<file path="config.mk">
export PLATFORM = sky130hd
export DESIGN_NAME = mcdt_arbiter
export DESIGN_NICKNAME = d
export VERILOG_FILES = /design/src/rtl/mcdt_arbiter.sv
export SDC_FILE = /design/constraint.sdc
export NUM_CORES = 1
export LEC_CHECK = 0
export BUFFER_PORTS_ARGS = -buffer_cell sky130_fd_sc_hd__buf_2
export CORE_MARGIN = 8
export CORE_UTILIZATION = 41
export CTS_BUF_LIST = sky130_fd_sc_hd__clkbuf_4 sky130_fd_sc_hd__clkbuf_8
export CTS_CLUSTER_SIZE = 12
export DETAILED_ROUTE_END_ITERATION = 8
export PLACE_DENSITY = 0.78
export SLEW_MARGIN = 20
export SYNTH_ARGS = -nofsm -noshare
export SYNTH_HDL_FRONTEND = slang
export SYNTH_SLANG_ARGS = --single-unit
</file>
<file path="constraint.sdc">
create_clock -name clk_i -period 3.3 [get_ports clk_i]
set_input_delay 0.495 -clock clk_i [delete_from_list [all_inputs] [get_ports clk_i]]
set_output_delay 0.495 -clock clk_i [all_outputs]
set_load 0.005 [all_outputs]
</file>
<file path="src/rtl/mcdt_arbiter.sv">
// Three-channel arbiter: round-robin or fixed-priority bursts into one registered output stream.
// Define MCDT_ARB_STATS_EN to add per-channel saturating grant counters (stat_clr_i, chX_cnt_o).
module mcdt_arbiter #(
    parameter int DW        = 32,
    parameter int BURST_LEN = 4
) (
    input  logic          clk_i,
    input  logic          rst_i,
`ifdef MCDT_ARB_STATS_EN
    input  logic          stat_clr_i,
    output logic [15:0]   ch0_cnt_o,
    output logic [15:0]   ch1_cnt_o,
    output logic [15:0]   ch2_cnt_o,
`endif
    input  logic          ch0_req_i,
    input  logic          ch1_req_i,
    input  logic          ch2_req_i,
    input  logic [DW-1:0] ch0_data_i,
    input  logic [DW-1:0] ch1_data_i,
    input  logic [DW-1:0] ch2_data_i,
    output logic          ch0_gnt_o,
    output logic          ch1_gnt_o,
    output logic          ch2_gnt_o,
    input  logic          mode_i,
    input  logic [5:0]    prio_i,
    output logic [DW-1:0] mcdt_data_o,
    output logic          mcdt_val_o,
    output logic [1:0]    mcdt_id_o
);

    typedef enum logic {IDLE, BURST} state_t;

    localparam logic [3:0] BL = 4'(BURST_LEN);

    state_t        state, state_n;
    logic [1:0]    cur_id, cur_id_n;
    logic [3:0]    cnt, cnt_n;

    logic [3:0]    req;
    logic [1:0]    rr_a, rr_b, rr_id;
    logic [1:0]    fp_id, fp_p;
    logic          fp_found;
    logic          keep, any;
    logic [1:0]    gnt_id;
    logic [2:0]    gnt;
    logic [DW-1:0] sel_data;

    function automatic logic [1:0] next_id(input logic [1:0] id);
        return (id == 2'd2) ? 2'd0 : id + 2'd1;
    endfunction

    assign req = {1'b0, ch2_req_i, ch1_req_i, ch0_req_i};

    // Winner candidates; only consulted when a new selection is due
    always_comb begin
        rr_a     = next_id(cur_id);
        rr_b     = next_id(rr_a);
        rr_id    = cur_id;
        if (req[rr_a])
            rr_id = rr_a;
        else if (req[rr_b])
            rr_id = rr_b;

        fp_id    = 2'd0;
        fp_p     = 2'b11;
        fp_found = 1'b0;
        for (int unsigned i = 0; i < 3; i++) begin
            if (req[i] && (!fp_found || prio_i[2*i +: 2] < fp_p)) begin
                fp_found = 1'b1;
                fp_p     = prio_i[2*i +: 2];
                fp_id    = 2'(i);
            end
        end
    end

    always_comb begin
        keep     = (state == BURST) && req[cur_id] && (cnt < BL);
        any      = (|req) && !rst_i;
        gnt_id   = keep ? cur_id : (mode_i ? fp_id : rr_id);
        gnt      = any ? (3'b001 << gnt_id) : '0;

        state_n  = state;
        cur_id_n = cur_id;
        cnt_n    = cnt;
        if (any) begin
            state_n  = BURST;
            cur_id_n = gnt_id;
            cnt_n    = keep ? cnt + 4'd1 : 4'd1;
        end else begin
            state_n  = IDLE;
            cnt_n    = '0;
        end
    end

    assign ch0_gnt_o = gnt[0];
    assign ch1_gnt_o = gnt[1];
    assign ch2_gnt_o = gnt[2];

    always_comb begin
        case (gnt_id)
            2'd0:    sel_data = ch0_data_i;
            2'd1:    sel_data = ch1_data_i;
            default: sel_data = ch2_data_i;
        endcase
    end

    always_ff @(posedge clk_i or posedge rst_i) begin
        if (rst_i) begin
            state  <= IDLE;
            cur_id <= 2'd2;
            cnt    <= '0;
        end else begin
            state  <= state_n;
            cur_id <= cur_id_n;
            cnt    <= cnt_n;
        end
    end

    always_ff @(posedge clk_i or posedge rst_i) begin
        if (rst_i) begin
            mcdt_val_o  <= 1'b0;
            mcdt_data_o <= '0;
            mcdt_id_o   <= '0;
        end else begin
            mcdt_val_o  <= any;
            mcdt_data_o <= any ? sel_data : '0;
            mcdt_id_o   <= any ? gnt_id : '0;
        end
    end

`ifdef MCDT_ARB_STATS_EN
    logic [15:0] stat_cnt [3];

    // Clear has priority over a same-cycle grant
    always_ff @(posedge clk_i or posedge rst_i) begin
        if (rst_i) begin
            for (int unsigned i = 0; i < 3; i++) stat_cnt[i] <= '0;
        end else begin
            for (int unsigned i = 0; i < 3; i++) begin
                if (stat_clr_i)
                    stat_cnt[i] <= '0;
                else if (gnt[i] && stat_cnt[i] != '1)
                    stat_cnt[i] <= stat_cnt[i] + 16'd1;
            end
        end
    end

    assign ch0_cnt_o = stat_cnt[0];
    assign ch1_cnt_o = stat_cnt[1];
    assign ch2_cnt_o = stat_cnt[2];
`endif

endmodule

</file>
After elaboration in Yosys (flattened, before gate mapping)
Cells that the tools add are included.
{"block": "classes", "add_sub_neg": 3, "n_mul": 0, "div": 0, "magnitude_cmp": 6, "n_eq_ne": 3, "shifts": 1, "muxes": 25, "n_bitwise": 0, "n_reduce_logical": 12}
{"cell": "$pmux 32 s2", "count": 1}
{"cell": "$mux 32", "count": 1}
{"cell": "$mux 2", "count": 10}
{"cell": "$lt 2x3->1 const B", "count": 3}
{"cell": "$mux 4", "count": 2}
{"cell": "$mux 1", "count": 7}
{"cell": "$bmux 1 s2", "count": 3}
{"cell": "$logic_and 1x1->1", "count": 5}
{"cell": "$add 2x1->2 const B", "count": 2}
{"cell": "$add 4x1->4 const B", "count": 1}
{"cell": "$eq 2x2->1 const B", "count": 2}
{"cell": "$lt 2x2->1", "count": 2}
{"cell": "$lt 4x3->1 const B", "count": 1}
{"cell": "$logic_not 1->1", "count": 3}
{"cell": "$mux 3", "count": 1}
{"cell": "$reduce_or 3->1", "count": 1}
{"cell": "$shl 1x2->3 const A", "count": 1}
{"cell": "$eq 2x1->1 const B", "count": 1}
{"cell": "$logic_not 2->1", "count": 1}
{"cell": "$logic_or 1x1->1", "count": 2}
{"block": "totals", "register_bits": 42, "latchBits": 0, "mem_bits_rw": 0, "romBits": 0, "input_bits": 108, "output_inout_bits": 38, "elab_cells": 56, "memories": 0}

Logic depth before layout (Yosys ltp)
{"block": "logic_depth", "word_depth": 14, "ltp_mapped": 15, "mapped_depth_nobuf": 12}

Worst setup path after synthesis
Ideal clock, no wire load.
{"block": "synth_timing", "kind": "input-to-output", "start": "in ch0_req_i", "end": "out ch2_gnt_o", "t_arrival_ns": 2.742, "required_ns": 2.805, "setup_slack_ns": 0.063, "stages": 13, "path_buffers": 3, "cell_sequence": "buf_4 > inv_1 > nor2_1 > ha_1 > a21oi_1 > o21ai_0 > a21o_1 > ha_1 > o221ai_2 > a311oi_2 > buf_2 > buf_4 > nor3_1"}
{"block": "synth_between", "elab_chain_len": 13, "elab_cells_between_ends": 30, "cone_classes": "order compare (2); shift (1); mux (17); reduce/logical (10)"}
{"item": "from (decl)", "line_no": "15", "rtl": "input logic ch0_req_i,"}
{"item": "$mux 2 / $mux 1 (equally long branches)", "line_no": "68", "rtl": "if (req[i] && (!fp_found || prio_i[2*i +: 2] < fp_p)) begin"}
{"item": "$lt 2x2->1 / $logic_not 1->1 (equally long branches)", "line_no": "68"}
{"item": "$logic_or 1x1->1", "line_no": "68"}
{"item": "$logic_and 1x1->1", "line_no": "68"}
{"item": "$mux 2 / $mux 1 (equally long branches)", "line_no": "68"}
{"item": "$lt 2x2->1 / $logic_not 1->1 (equally long branches)", "line_no": "68"}
{"item": "$logic_or 1x1->1", "line_no": "68"}
{"item": "$logic_and 1x1->1", "line_no": "68"}
{"item": "$mux 2", "line_no": "68"}
{"item": "$mux 2 (2 in series)", "line_no": "79", "rtl": "gnt_id = keep ? cur_id : (mode_i ? fp_id : rr_id);"}
{"item": "$shl 1x2->3", "line_no": "80", "rtl": "gnt = any ? (3'b001 << gnt_id) : '0;"}
{"item": "$mux 3 (*)", "line_no": "80"}
{"item": "to (decl)", "line_no": "23", "rtl": "output logic ch2_gnt_o,"}
Mark *: on every way between the ends. The rest lies on a longest branch, timed or not. The select of a mux whose other input is x is not followed.

Worst setup path after layout
{"block": "layout_timing", "start": "in ch0_req_i", "end": "out ch0_gnt_o"}
{"block": "layout_between", "elab_chain_len": 13, "elab_cells_between_ends": 30, "cone_classes": "order compare (2); shift (1); mux (17); reduce/logical (10)"}
{"item": "$mux 2 / $mux 1 (equally long branches)", "line_no": "68"}
{"item": "$lt 2x2->1 / $logic_not 1->1 (equally long branches)", "line_no": "68"}
{"item": "$logic_or 1x1->1", "line_no": "68"}
{"item": "$logic_and 1x1->1", "line_no": "68"}
{"item": "$mux 2 / $mux 1 (equally long branches)", "line_no": "68"}
{"item": "$lt 2x2->1 / $logic_not 1->1 (equally long branches)", "line_no": "68"}
{"item": "$logic_or 1x1->1", "line_no": "68"}
{"item": "$logic_and 1x1->1", "line_no": "68"}
{"item": "$mux 2", "line_no": "68"}
{"item": "$mux 2 (2 in series)", "line_no": "79"}
{"item": "$shl 1x2->3", "line_no": "80"}
{"item": "$mux 3 (*)", "line_no": "80"}
{"item": "to (decl)", "line_no": "21", "rtl": "output logic ch0_gnt_o,"}
Marked as above.

==> metrics.txt <==
final setup TNS 0 ps; Post-synth EDFFs 0; ys flop type dfrtp_1; largest net degree at the start of global routing 42; met1 Track Usage GR 0.240; Yosys top cell area share 0.390; dominant cell type by area after synthesis dfrtp_1; Netlist Area Pre-Place around 0.0026 mm2; later-pin clock latency in the skew report 290 ps; antenna fix cells 0; Worst Tran Pin Value 871 ps; share of cells above drive strength 1 0.481; Via-to-Cell Ratio approximately 6; Overflow after GRT 0; ys async rst share 1.00; post-DP HPWL 6.31 mm; Netlist cell types 40; met2 usage 0.303; Worst EP arrival 2690 ps; compound-cell area share of the yosys netlist 0.431; Max Clk Rate 314 MHz; power per cell area 464 mW/mm2; post-route ant nets 0; Max Root-Sink Buffers 2; Synth Area in XOR/XNOR 0; vias in the first global route 2782; hold_buf cts 0; Layout Nets between 500 and 600; DRT iter0 DRCs 145; die area between 0.009 and 0.01 mm2; Synth Instances 266; core area 0.00620 mm2; min cycle time layout 3180 ps; final hold vios 0; syn nets 377; #FFs+latches synth 41; maximum vdd drop about 0.2 mV; Worst Skew roughly 6.2 ps; CTS Root Cell clkbuf_8; top post-synthesis cells by area dfrtp_1 39%, o211ai_1 16%, a31oi_1 7.8%, o211ai_2 5.4%, o21ai_0 5.1%; chip height 95.1 um; DRC 0; Yosys warnings 0; Worst-path clk slew 80 ps; DIE WIDTH ~95 um; Max-slew headroom 0.419; synthesis-to-finish area growth 35.2%; num ports 146; Vias 2774; Max-Cap Viols 0; main combinational cell family by area after synthesis compound AO/OA/AOI/OAI gates; Slew Viols, Final 0; Worst setup EP type primary output; H-tree Lvls 2; iteration count of the initial detailed-routing pass 4; GR Util met3 0.0504; Pleak 1.63 nW; synthesized-area fraction occupied by adder cells 0.0146; initial antenna violation count 0; worst r2r src cur_id[1]$_DFFE_PP1P_; Routed wire per std cell 18.7 um; Mapped Avg Cell Area a little under 10 um2; Data required, critical path between 2000 and 3000 ps; first-pass GRT wire length approximately 14 mm; mux contribution to synthesized area 0; GRT Total Usage 0.188; initial core utilization 0.414; CP max FO 4; GPL Wtd Cong 0.865; element type at the critical path start input port; total CTS buffers 5; I/O Buffers 145; RSZ-0062 raised after global routing no; Setup WS pre-CTS -119 ps; overall routed net length 8.89 mm; CTS tree built; row cnt 29; register area share after synthesis 0.400; Setup crit start ch0_req_i; HP Class in2async; Finished Layout Cells approximately 480; CTS sink count 41; Post-Synth Simple-Gate Area 0.0609; status completed; Cells after DPL 465; Crit Path Category in2out; final setup margin 116 ps; Finish-stage setup viols 0; Final Cycle Share 0.965; busiest grt layer met2
synthesized netlist by cell type (2+ instances only):
| cell type | instances |
|---|---|
| nor2_1 | 8 |
| buf_4 | 6 |
| nand2b_1 | 4 |
| and3_1 | 3 |
| a31oi_1 | 32 |
| buf_6 | 3 |
| ha_1 | 3 |
| or3b_1 | 2 |
| nor3_1 | 3 |
| o21ai_1 | 11 |
| clkbuf_1 | 7 |
| o211ai_2 | 11 |
| a21o_1 | 2 |
| nor2b_1 | 2 |
| buf_2 | 18 |
| o21ai_0 | 26 |
| o211ai_1 | 55 |
| inv_1 | 5 |
| dfrtp_1 | 40 |
| a21oi_1 | 5 |
logic make-up (layout without fill, tap and decap cells):
| family | after synthesis | after routing |
|---|---|---|
| AOI/OAI and AO/OA | 153 | 153 |
| adders and majority gates | 3 | 3 |
| buffers and inverters | 40 | 173 |
| DFF | 41 | 41 |
| other | 1 | 1 |
| and+or+nand+nor | 28 | 28 |
layout make-up:
cell class | count | area, um2
flip-flops and latches | 41 | 1030
clock buffers | 7 | 90.1
fillers | 572 | 2740
multi-input cells | 185 | 1370
clock inverters | 1 | 30.0
repair buffers | 160 | 838
inverters | 5 | 18.8
well taps | 77 | 96.3
state kept, by name, summed over array words and instances, names as in the netlist:
name,count
mcdt_data_o,32
cnt,4
cur_id,2
mcdt_id_o,2
mcdt_val_o,1
layer usage:
metal / vias to the layer above / routed length, um
met2: 150 / 4220
li1: 1308 / -
met1: 1309 / 3680
met3: 7 / 908
met4: 0 / 83
met5: - / 0
per-stage QoR:
stage / area (um2) / hold slack, ps / total power [mW] / utilization
detailed placement: 3290 / 456 / 1.17 / 0.531
floorplan: 2570 / 426 / 0.965 / -
finish: 3470 / 399 / 1.61 / 0.559
global route: 3470 / 455 / 1.70 / 0.559
CTS: 3420 / 433 / 1.61 / 0.551
global placement: 3290 / 437 / 1.16 / 0.531
report_power, final:
group	internal (mW)	switching (mW)	leakage (nW)
clock network	0.255	0.176	0.0619
registers	0.575	0.0304	0.527
logic	0.239	0.333	1.04
cell usage in the layout, fill, tap and decap left out, drive strengths merged, types with 3 or more instances in the layout:
cell type    n
nand2b       4
o21ai       37
nor2         8
a31oi       33
dfrtp       40
and3         3
o211ai      66
buf        160
clkbuf       7
nor3         3
ha           3
inv          5
a21oi        6
repair_timing:
action	4_1_cts	5_1_grt
setup buffers	0	3
endpoints found under the setup margin	3	3
hold endpoints to repair	0	0
resized for setup	2	5
pin swaps	0	4
worst max-delay path: stages:
cell and delay [ps]:
buf_2 100, inv_1 110, nor2_4 70, ha_4 290, a21oi_4 60, o21ai_1 150, nor2_1 60, a21o_1 160
ha_1 290, o221ai_2 150, a311oi_4 390, nand2_1 140, nor2_1 110, buf_2 120
path summary, 6_finish.rpt:
check,endpoint,slack [ps],depth (start not counted)
worst max-delay path,ch0_gnt_o,120,14
worst min-delay path,mcdt_data_o[0]$_DFF_PP0_,400,2
worst max register to register,mcdt_data_o[22]$_DFF_PP0_,730,7
worst min register to register,cnt[0]$_DFF_PP0_,470,1
max in group asynchronous,mcdt_data_o[10]$_DFF_PP0_,2360,2
min in group clk_i,mcdt_data_o[9]$_DFF_PP0_,460,3
No activity file was read; power rests on OpenSTA's default activity.
